===== config.mk =====
export PLATFORM = sky130hd
export DESIGN_NAME = geofence_feeder
export DESIGN_NICKNAME = d
export VERILOG_FILES = /design/src/rtl/geofence_pkg.sv /design/src/rtl/geofence_res_fifo.sv /design/src/rtl/geofence_feeder.sv
export SDC_FILE = /design/constraint.sdc
export NUM_CORES = 1
export LEC_CHECK = 0
export BUFFER_PORTS_ARGS = -buffer_cell sky130_fd_sc_hd__buf_2
export CAP_MARGIN = 15
export CORE_AREA = 4 4 226 228
export DETAILED_ROUTE_END_ITERATION = 6
export DIE_AREA = 0 0 230 232
export HOLD_SLACK_MARGIN = 0.15
export PLACE_DENSITY_LB_ADDON = 0.1
export SYNTH_ARGS = -nofsm -noshare
export SYNTH_HDL_FRONTEND = slang
export SYNTH_SLANG_ARGS = --single-unit

===== constraint.sdc =====
create_clock -name clk -period 8.85 [get_ports clk]
set_clock_uncertainty 0.15 [all_clocks]
set_input_delay 2.655 -clock clk [delete_from_list [all_inputs] [get_ports clk]]
set_output_delay 2.655 -clock clk [all_outputs]
set_load 0.05 [all_outputs]

===== src/rtl/geofence_pkg.sv =====
// Shared types and constants for the geofence feeder and its result FIFO.
package geofence_pkg;
    localparam int PT_W          = 10;
    localparam int PTS_PER_FRAME = 7;
    localparam int ENGINE_LAT    = 13;
    localparam int ID_W          = 8;

    typedef struct packed {
        logic [PT_W-1:0] x;
        logic [PT_W-1:0] y;
    } point_t;

    typedef enum logic {
        SEND = 1'b0,
        WAIT = 1'b1
    } state_t;
endpackage


===== src/rtl/geofence_res_fifo.sv =====
// Small circular result FIFO; the producer guarantees it never pushes when full.
module geofence_res_fifo #(
    parameter int DEPTH = 2,
    parameter int WIDTH = 2
) (
    input  logic                         clk,
    input  logic                         reset,
    input  logic                         push,
    input  logic [WIDTH-1:0]             push_data,
    input  logic                         pop,
    output logic [WIDTH-1:0]             head,
    output logic                         empty,
    output logic [$clog2(DEPTH+1)-1:0]   count
);
    localparam int AW = (DEPTH > 1) ? $clog2(DEPTH) : 1;
    localparam logic [AW-1:0] LAST = AW'(DEPTH - 1);

    logic [WIDTH-1:0] mem [DEPTH];
    logic [AW-1:0]    rd_ptr;
    logic [AW-1:0]    wr_ptr;

    assign head  = mem[rd_ptr];
    assign empty = (count == '0);

    always_ff @(posedge clk) begin
        if (push) begin
            mem[wr_ptr] <= push_data;
        end
    end

    always_ff @(posedge clk) begin
        if (reset) begin
            rd_ptr <= '0;
            wr_ptr <= '0;
            count  <= '0;
        end else begin
            if (push) begin
                wr_ptr <= (wr_ptr == LAST) ? '0 : wr_ptr + 1'b1;
            end
            if (pop) begin
                rd_ptr <= (rd_ptr == LAST) ? '0 : rd_ptr + 1'b1;
            end
            case ({push, pop})
                2'b10:   count <= count + 1'b1;
                2'b01:   count <= count - 1'b1;
                default: count <= count;
            endcase
        end
    end
endmodule


===== src/rtl/geofence_feeder.sv =====
// Ping-pong frame buffer feeding the geofence engine's fixed 7-cycle read window.
// Optional GEOF_FRAME_ID_EN adds a per-frame 8-bit id carried through to the result.
module geofence_feeder
    import geofence_pkg::*;
#(
    parameter int TIMEOUT   = 32,
    parameter int RES_DEPTH = 2
) (
    input  logic            clk,
    input  logic            reset,
    input  logic            in_valid,
    output logic            in_ready,
    input  logic [PT_W-1:0] in_x,
    input  logic [PT_W-1:0] in_y,
`ifdef GEOF_FRAME_ID_EN
    input  logic [ID_W-1:0] in_id,
    output logic [ID_W-1:0] res_id,
`endif
    output logic [PT_W-1:0] geo_x,
    output logic [PT_W-1:0] geo_y,
    input  logic            geo_valid,
    input  logic            geo_is_inside,
    output logic            res_valid,
    input  logic            res_ready,
    output logic            res_inside,
    output logic            res_timeout,
    output logic            err_proto,
    output logic            err_timeout
);
    localparam int WAIT_W = $clog2(TIMEOUT);
    localparam int CNT_W  = $clog2(RES_DEPTH + 1);
`ifdef GEOF_FRAME_ID_EN
    localparam int RES_W = ID_W + 2;
`else
    localparam int RES_W = 2;
`endif
    localparam logic [2:0]        LAST_PT   = 3'(PTS_PER_FRAME - 1);
    localparam logic [WAIT_W-1:0] LAST_WAIT = WAIT_W'(TIMEOUT - 1);

    point_t            bank [2][PTS_PER_FRAME];
    logic [1:0]        bank_full;
    logic              fill_ptr;
    logic              send_ptr;
    logic [2:0]        ld_cnt;
    logic [2:0]        pt_cnt;
    logic [WAIT_W-1:0] wait_cnt;
    state_t            state;
    logic              frame_real;

    logic              load_beat;
    logic              slot_start;
    logic              credit_ok;
    logic              send_real;
    logic              wait_done;
    logic              push;
    logic              pop;
    logic [1:0]        res_bits;
    logic [RES_W-1:0]  push_data;
    logic [RES_W-1:0]  head;
    logic              fifo_empty;
    logic [CNT_W-1:0]  fifo_count;

    assign in_ready   = ~bank_full[fill_ptr];
    assign load_beat  = in_valid & in_ready;
    assign slot_start = (state == SEND) && (pt_cnt == '0);
    // A new slot only starts after the previous frame has pushed, so nothing is in flight here.
    assign credit_ok  = int'(fifo_count) < RES_DEPTH;
    assign send_real  = slot_start ? (bank_full[send_ptr] & credit_ok) : frame_real;
    assign wait_done  = (state == WAIT) && (geo_valid || (wait_cnt == LAST_WAIT));
    assign push       = wait_done & frame_real;
    assign res_bits   = geo_valid ? {geo_is_inside, 1'b0} : 2'b01;
    assign pop        = res_valid & res_ready;

    always_comb begin
        geo_x = '0;
        geo_y = '0;
        if ((state == SEND) && send_real) begin
            geo_x = bank[send_ptr][pt_cnt].x;
            geo_y = bank[send_ptr][pt_cnt].y;
        end
    end

    always_ff @(posedge clk) begin
        if (load_beat) begin
            bank[fill_ptr][ld_cnt] <= '{x: in_x, y: in_y};
        end
    end

`ifdef GEOF_FRAME_ID_EN
    logic [ID_W-1:0] bank_id [2];
    logic [ID_W-1:0] cur_id;

    always_ff @(posedge clk) begin
        if (load_beat && (ld_cnt == '0)) begin
            bank_id[fill_ptr] <= in_id;
        end
        if (slot_start) begin
            cur_id <= bank_id[send_ptr];
        end
    end

    assign push_data = {cur_id, res_bits};
    assign res_id    = res_valid ? head[RES_W-1:2] : '0;
`else
    assign push_data = res_bits;
`endif

    always_ff @(posedge clk) begin
        if (reset) begin
            bank_full   <= '0;
            fill_ptr    <= 1'b0;
            send_ptr    <= 1'b0;
            ld_cnt      <= '0;
            state       <= SEND;
            pt_cnt      <= '0;
            wait_cnt    <= '0;
            frame_real  <= 1'b0;
            err_proto   <= 1'b0;
            err_timeout <= 1'b0;
        end else begin
            if (load_beat) begin
                if (ld_cnt == LAST_PT) begin
                    bank_full[fill_ptr] <= 1'b1;
                    fill_ptr            <= ~fill_ptr;
                    ld_cnt              <= '0;
                end else begin
                    ld_cnt <= ld_cnt + 1'b1;
                end
            end
            case (state)
                SEND: begin
                    if (geo_valid) begin
                        err_proto <= 1'b1;
                    end
                    if (slot_start) begin
                        frame_real <= send_real;
                    end
                    if (pt_cnt == LAST_PT) begin
                        state    <= WAIT;
                        pt_cnt   <= '0;
                        wait_cnt <= '0;
                        if (send_real) begin
                            bank_full[send_ptr] <= 1'b0;
                            send_ptr            <= ~send_ptr;
                        end
                    end else begin
                        pt_cnt <= pt_cnt + 1'b1;
                    end
                end
                WAIT: begin
                    wait_cnt <= wait_cnt + 1'b1;
                    if (wait_done) begin
                        state <= SEND;
                        if (!geo_valid) begin
                            err_timeout <= 1'b1;
                        end
                    end
                end
                default: state <= SEND;
            endcase
        end
    end

    geofence_res_fifo #(
        .DEPTH (RES_DEPTH),
        .WIDTH (RES_W)
    ) u_res_fifo (
        .clk       (clk),
        .reset     (reset),
        .push      (push),
        .push_data (push_data),
        .pop       (pop),
        .head      (head),
        .empty     (fifo_empty),
        .count     (fifo_count)
    );

    assign res_valid   = ~fifo_empty;
    assign res_inside  = res_valid & head[1];
    assign res_timeout = res_valid & head[0];
endmodule


# Word-level counts from Yosys, hierarchy flattened
# Memories as Yosys holds them, arrays and structs flattened. A register that Yosys moved wholly into a read port is not among the register bits.
# Index checks and enable logic that the tools add are counted.
# Widths: inputs -> output; s select.
dict set report word_totals {
  register_bits 23
  elab_cells 109
  mem_count 2
  in_bits 26
  ram_bits 284
}
dict set report op_classes {
  reduce_logical 15
  magnitude_cmp 8
  n_addsub 7
  n_mux 41
  eq_ne 6
  bitwise 17
}
# name words word_bits read_ports rd_ports_with_merged_regs write_ports line
set memory_table {}
lappend memory_table {bank 2 140 1 1 1 geofence_feeder.sv:40} ;# point_t bank [2][PTS_PER_FRAME];
lappend memory_table {u_res_fifo.mem 2 2 1 1 1 geofence_res_fifo.sv:18} ;# logic [WIDTH-1:0] mem [DEPTH];
# op n
set ops {}
lappend ops {{$mux 140} 1}
lappend ops {{$bmux 20 s3} 1}
lappend ops {{$demux 20 s3} 1}
lappend ops {{$mux 20} 3}
lappend ops {{$mux 10} 2}
lappend ops {{$mux 1} 18}
lappend ops {{$mux 2} 7}
lappend ops {{$pmux 5 s2} 1}
lappend ops {{$ge 4x4->1 const B} 2}
lappend ops {{$not 3->4} 2}
lappend ops {{$add 3x1->3 const B} 2}
lappend ops {{$and 1x1->1} 6}
lappend ops {{$eq 3x3->1 const B} 2}
lappend ops {{$logic_and 1x1->1} 6}
lappend ops {{$mux 3} 2}
lappend ops {{$not 1->1} 6}
lappend ops {{$reduce_and 2->1} 3}
lappend ops {{$reduce_and 3->1} 2}
lappend ops {{$add 5x1->5 const B} 1}
lappend ops {{$eq 5x5->1 const B} 1}
lappend ops {{$mux 5} 1}
lappend ops {{$lt 1x2->1 const B} 2}
lappend ops {{$lt 4x1->1 const B} 1}
lappend ops {{$pmux 2 s2} 1}
lappend ops {{17 further kinds} 20}

# Logic depth before layout (Yosys ltp)
dict set report depth {
  depth_word 12
  mapped_depth 8
  ltp_nobuf 8
}

# Cells and area by module
# A second synthesis with hierarchy kept.
dict set report hier_totals {
  hier_cells 707
  area_unflattened_um2 12109.1
}
# mod n_inst seq_area_each_um2 area_each_um2 cells_each
set modules_own_cells {}
lappend modules_own_cells {geofence_feeder 1 8808.4 11770.0 680}
lappend modules_own_cells {geofence_res_fifo 1 220.2 339.1 27}

# Worst setup path after synthesis
# No wires, ideal clock.
dict set report synth_path {
  path_type {input port to flip-flop}
  start {in in_valid}
  end {mem bank[0][120] in the netlist's numbering, enable pin}
  setup_slack_ns 3.281
  stages 2
  setup_time_ns 0.455
  path_buffers 0
  arrival_time_ns 4.964
  cell_sequence {nand2_1 nor4b_1}
}
dict set report synth_via {
  elab_chain_cells 3
}
# element line
set synth_rtl {}
lappend synth_rtl {{from (decl)} geofence_feeder.sv:11} ;# input logic in_valid,
lappend synth_rtl {{$and 1x1->1} geofence_feeder.sv:64} ;# assign load_beat = in_valid & in_ready;
lappend synth_rtl {{$mux 1} geofence_feeder.sv:84} ;# if (load_beat) begin
lappend synth_rtl {{$mux 140 (implied by the code)} geofence_feeder.sv:85} ;# bank[fill_ptr][ld_cnt] <= '{x: in_x, y: in_y};
lappend synth_rtl {{to (decl)} geofence_feeder.sv:40}
# No other way between the ends.

# Worst setup path in the final report
dict set report layout_path {
  start {reg pt_cnt[1]}
  end {out geo_x[9]}
}
dict set report layout_via {
  elab_chain_cells 5
  word_cells_on_any_way 9
  classes_between {mux (5); bitwise (1); reduce/logical (3)}
}
# element line
set layout_rtl {}
lappend layout_rtl {{from (decl)} geofence_feeder.sv:45} ;# logic [2:0] pt_cnt;
lappend layout_rtl {{from (signal assigned)} geofence_feeder.sv:147} ;# pt_cnt <= pt_cnt + 1'b1;
lappend layout_rtl {{$not 3->4 (implied by the code) or $logic_not 3->1 (tied branches)} {geofence_feeder.sv:78, geofence_feeder.sv:65}}
lappend layout_rtl {{$bmux 20 s3 or $logic_and 1x1->1 (tied branches)} n/a}
lappend layout_rtl {{$mux 20 or $mux 1 (tied branches)} n/a}
lappend layout_rtl {{$mux 20 or $logic_and 1x1->1 (tied branches)} n/a}
lappend layout_rtl {{$mux 10 (*)} geofence_feeder.sv:77} ;# if ((state == SEND) && send_real) begin
lappend layout_rtl {{to (decl)} geofence_feeder.sv:19} ;# output logic [PT_W-1:0] geo_x,
# Mark *: on every way between the ends. The rest lies on a longest branch, timed or not. The select of a mux whose other input is x is not followed.

==> flow_summary.json <==
{
  "outcome": "complete, no violations",
  "timing.final.ws_setup_ps": 2730,
  "initial_core_util_pct": 24.94,
  "internal_power_uw": 2527,
  "cts_tree": "built",
  "synth_edf_count": 284,
  "endpoint_kind": "primary output",
  "rsz0062_at_grt": "false",
  "clockBufferDepth": 3,
  "post_cts_resized": 0,
  "synthCells": 680,
  "p_comb_share_pct": 3.9,
  "fp.dieH_microns": 232,
  "max_clock_freq_mhz": 163.4,
  "setup_viol": 0,
  "synthDistinctLibCells": 51,
  "cts_max_level": 2,
  "clk_latency_ps": 540,
  "track_usage_pct": 11.60,
  "power_leakage_uw": 0.004457,
  "grt_max_degree": 64,
  "final_nets": 778,
  "async_flop_share_pct": 0,
  "ant_nets": 0,
  "drc_errors": 0,
  "fin_crit_ps": 6120,
  "clock_sinks": 309,
  "routed_wl_microns": 31010,
  "hpwl_microns": 16430,
  "fin_crit_sh_pct": 69.15,
  "worst_pin_slew_ps": 1035,
  "fin_tns_setup_ps": 0,
  "path_clk_slew_ps": 50,
  "dpl_cell_area_sq_um": 13190,
  "syn_nets": 709,
  "portBuffers": 51,
  "timing.hold.ws_ps": 321.0,
  "floorplan.die_area_sq_um": 53360,
  "synth_warnings": 0,
  "peakVddDrop_mv": 0.1235,
  "arrival_ps": 3310,
  "drv_cap": 0,
  "yosysSeqAreaShare_pct": 74.10,
  "rows": 81,
  "hold_viol": 0,
  "hold_class": "reg2reg",
  "dieWidth_microns": 230,
  "antenna_cells": 0,
  "synth-seq-cells": 309,
  "power.switching_uw": 696.1,
  "post_cts_buffers": 0,
  "coreArea_sq_um": 48850,
  "synth_flop_cell": "edfxtp_1",
  "swShare_pct": 21.60,
  "utilization_pct": 29.45,
  "timing_worst_setup_path_type": "reg2out",
  "routabilityCongestion": 0.6722,
  "p_seq_share_pct": 50.3,
  "antenna_found_initial": 1,
  "clockPowerShare_pct": 45.8,
  "max_slew_margin_pct": 31.00,
  "final_common_cell": "edfxtp_1",
  "synth_top_area_share_pct": 69.99,
  "cts-root-buf": "clkbuf_16",
  "cts_buffers": 38,
  "final_area_sq_um": 14390,
  "viasPerCell": 4.344,
  "worstPathMaxFanout": 30,
  "wl_per_cell_microns": 21.52,
  "layout-drive-gt1-share_pct": 25.35,
  "pre_cts_ws_ps": 3197,
  "synth_area_leaders": "edfxtp_1 (70%), mux2i_1 (6.4%), mux4_2 (5.0%)",
  "cellPowerDensity_nw_per_um2": 224.0,
  "syn_area_sq_um": 12180,
  "synth_area_leader_cell": "edfxtp_1",
  "required_ps": 6050,
  "grt-ovfl-total": 0,
  "drt_first_pass_iters": 4,
  "final_cell_mix": "edfxtp_1 (284), mux2i_1 (78), buf_2 (51), o22ai_1 (39), clkbuf_16 (39)",
  "drv_slew": 0,
  "syn_to_final_growth_pct": 18.07,
  "drt_iter0_drc": 401,
  "vias": 6259,
  "start_kind": "flip-flop",
  "grt_pass1_vias": 6659,
  "ios": 52,
  "postCtsHoldBufs": 0,
  "grt_pass1_wl_microns": 45160,
  "syn_avg_cell_area_sq_um": 17.92
}
sequential cells by signal (all words and copies together), names as in the netlist, 2 cells and up, named ones only:
signal and flops:
u_res_fifo.count 2, u_res_fifo.mem 4, bank 280, wait_cnt 5, pt_cnt 3, ld_cnt 3
bank_full 2
layout make-up:
type                            count  area, sq um
Multi-Input combinational cell    324         2889
Inverter                            6        22.52
Sequential cell                   309         9034
Clock buffer                       45         1008
Clock inverter                     23        191.4
Fill cell                        4862        34460
Tap cell                          664        830.8
Timing Repair Buffer               70        410.4
worst paths after layout:
path / from / endpoint / slack, ps / cells past startpoint
setup / recovery: pt_cnt[1] / geo_x[9] / 2730 / 5
hold / removal: wait_cnt[4] / wait_cnt[4] / 320 / 2
setup reg to reg: pt_cnt[1] / bank_full[0] / 6130 / 3
hold reg to reg: wait_cnt[4] / wait_cnt[4] / 320 / 2
power by group through the flow:
stage | Sequential, uW | Clock, uW | Combinational (uW)
floorplan | 1650 | 0 | 74.1
global placement | 1650 | 0 | 125
detailed placement | 1650 | 0 | 128
CTS | 1620 | 1530 | 129
global route | 1620 | 1590 | 138
finish | 1620 | 1480 | 124
cells in the mapped netlist (5+ instances only):
| library cell | number |
|---|---|
| buf_4 | 5 |
| dfxtp_1 | 25 |
| o21ai_0 | 7 |
| inv_1 | 6 |
| a21oi_1 | 30 |
| nor2_1 | 33 |
| nand2_1 | 8 |
| buf_2 | 10 |
| buf_6 | 5 |
| o22ai_1 | 39 |
| a22oi_1 | 14 |
| mux4_2 | 27 |
| mux2i_1 | 78 |
| o21ai_1 | 10 |
| mux2_2 | 19 |
| clkbuf_1 | 13 |
| edfxtp_1 | 284 |
logic make-up after synthesis:
family                   Yosys count  synth area share, %
AO/OA/AOI/OAI                    115                5.894
XOR/XNOR                           6               0.4314
adder cells (fa/ha/maj)            3               0.3081
buffers and inverters             47                2.742
flip-flops                       309                74.10
multiplexers                     126                13.56
AND/OR/NAND/NOR                   74                2.968
metrics by stage:
stage	std cells	power [uW]
floorplan	680	1720
global placement	1373	1778
detailed placement	1373	1781
CTS	1441	3282
global route	1441	3350
finish	1441	3223
worst max-delay path, stage by stage (launching register included):
cell      delay, ps
dfxtp_2        1010
nand2b_2        690
o22ai_1         380
a21oi_1          70
o22ai_1         270
buf_2           330
metal layers:
| layer | global-route usage [%] | share of wire [%] | up-vias |
|---|---|---|---|
| li1 | - | - | 2868 |
| met1 | 15.21 | 45 | 3218 |
| met2 | 19.32 | 48 | 124 |
| met3 | 2.196 | 4.1 | 47 |
| met4 | 4.064 | 2.4 | 2 |
| met5 | 0 | 0.042 | - |
Note: power is estimated with default switching activity, not from simulation.
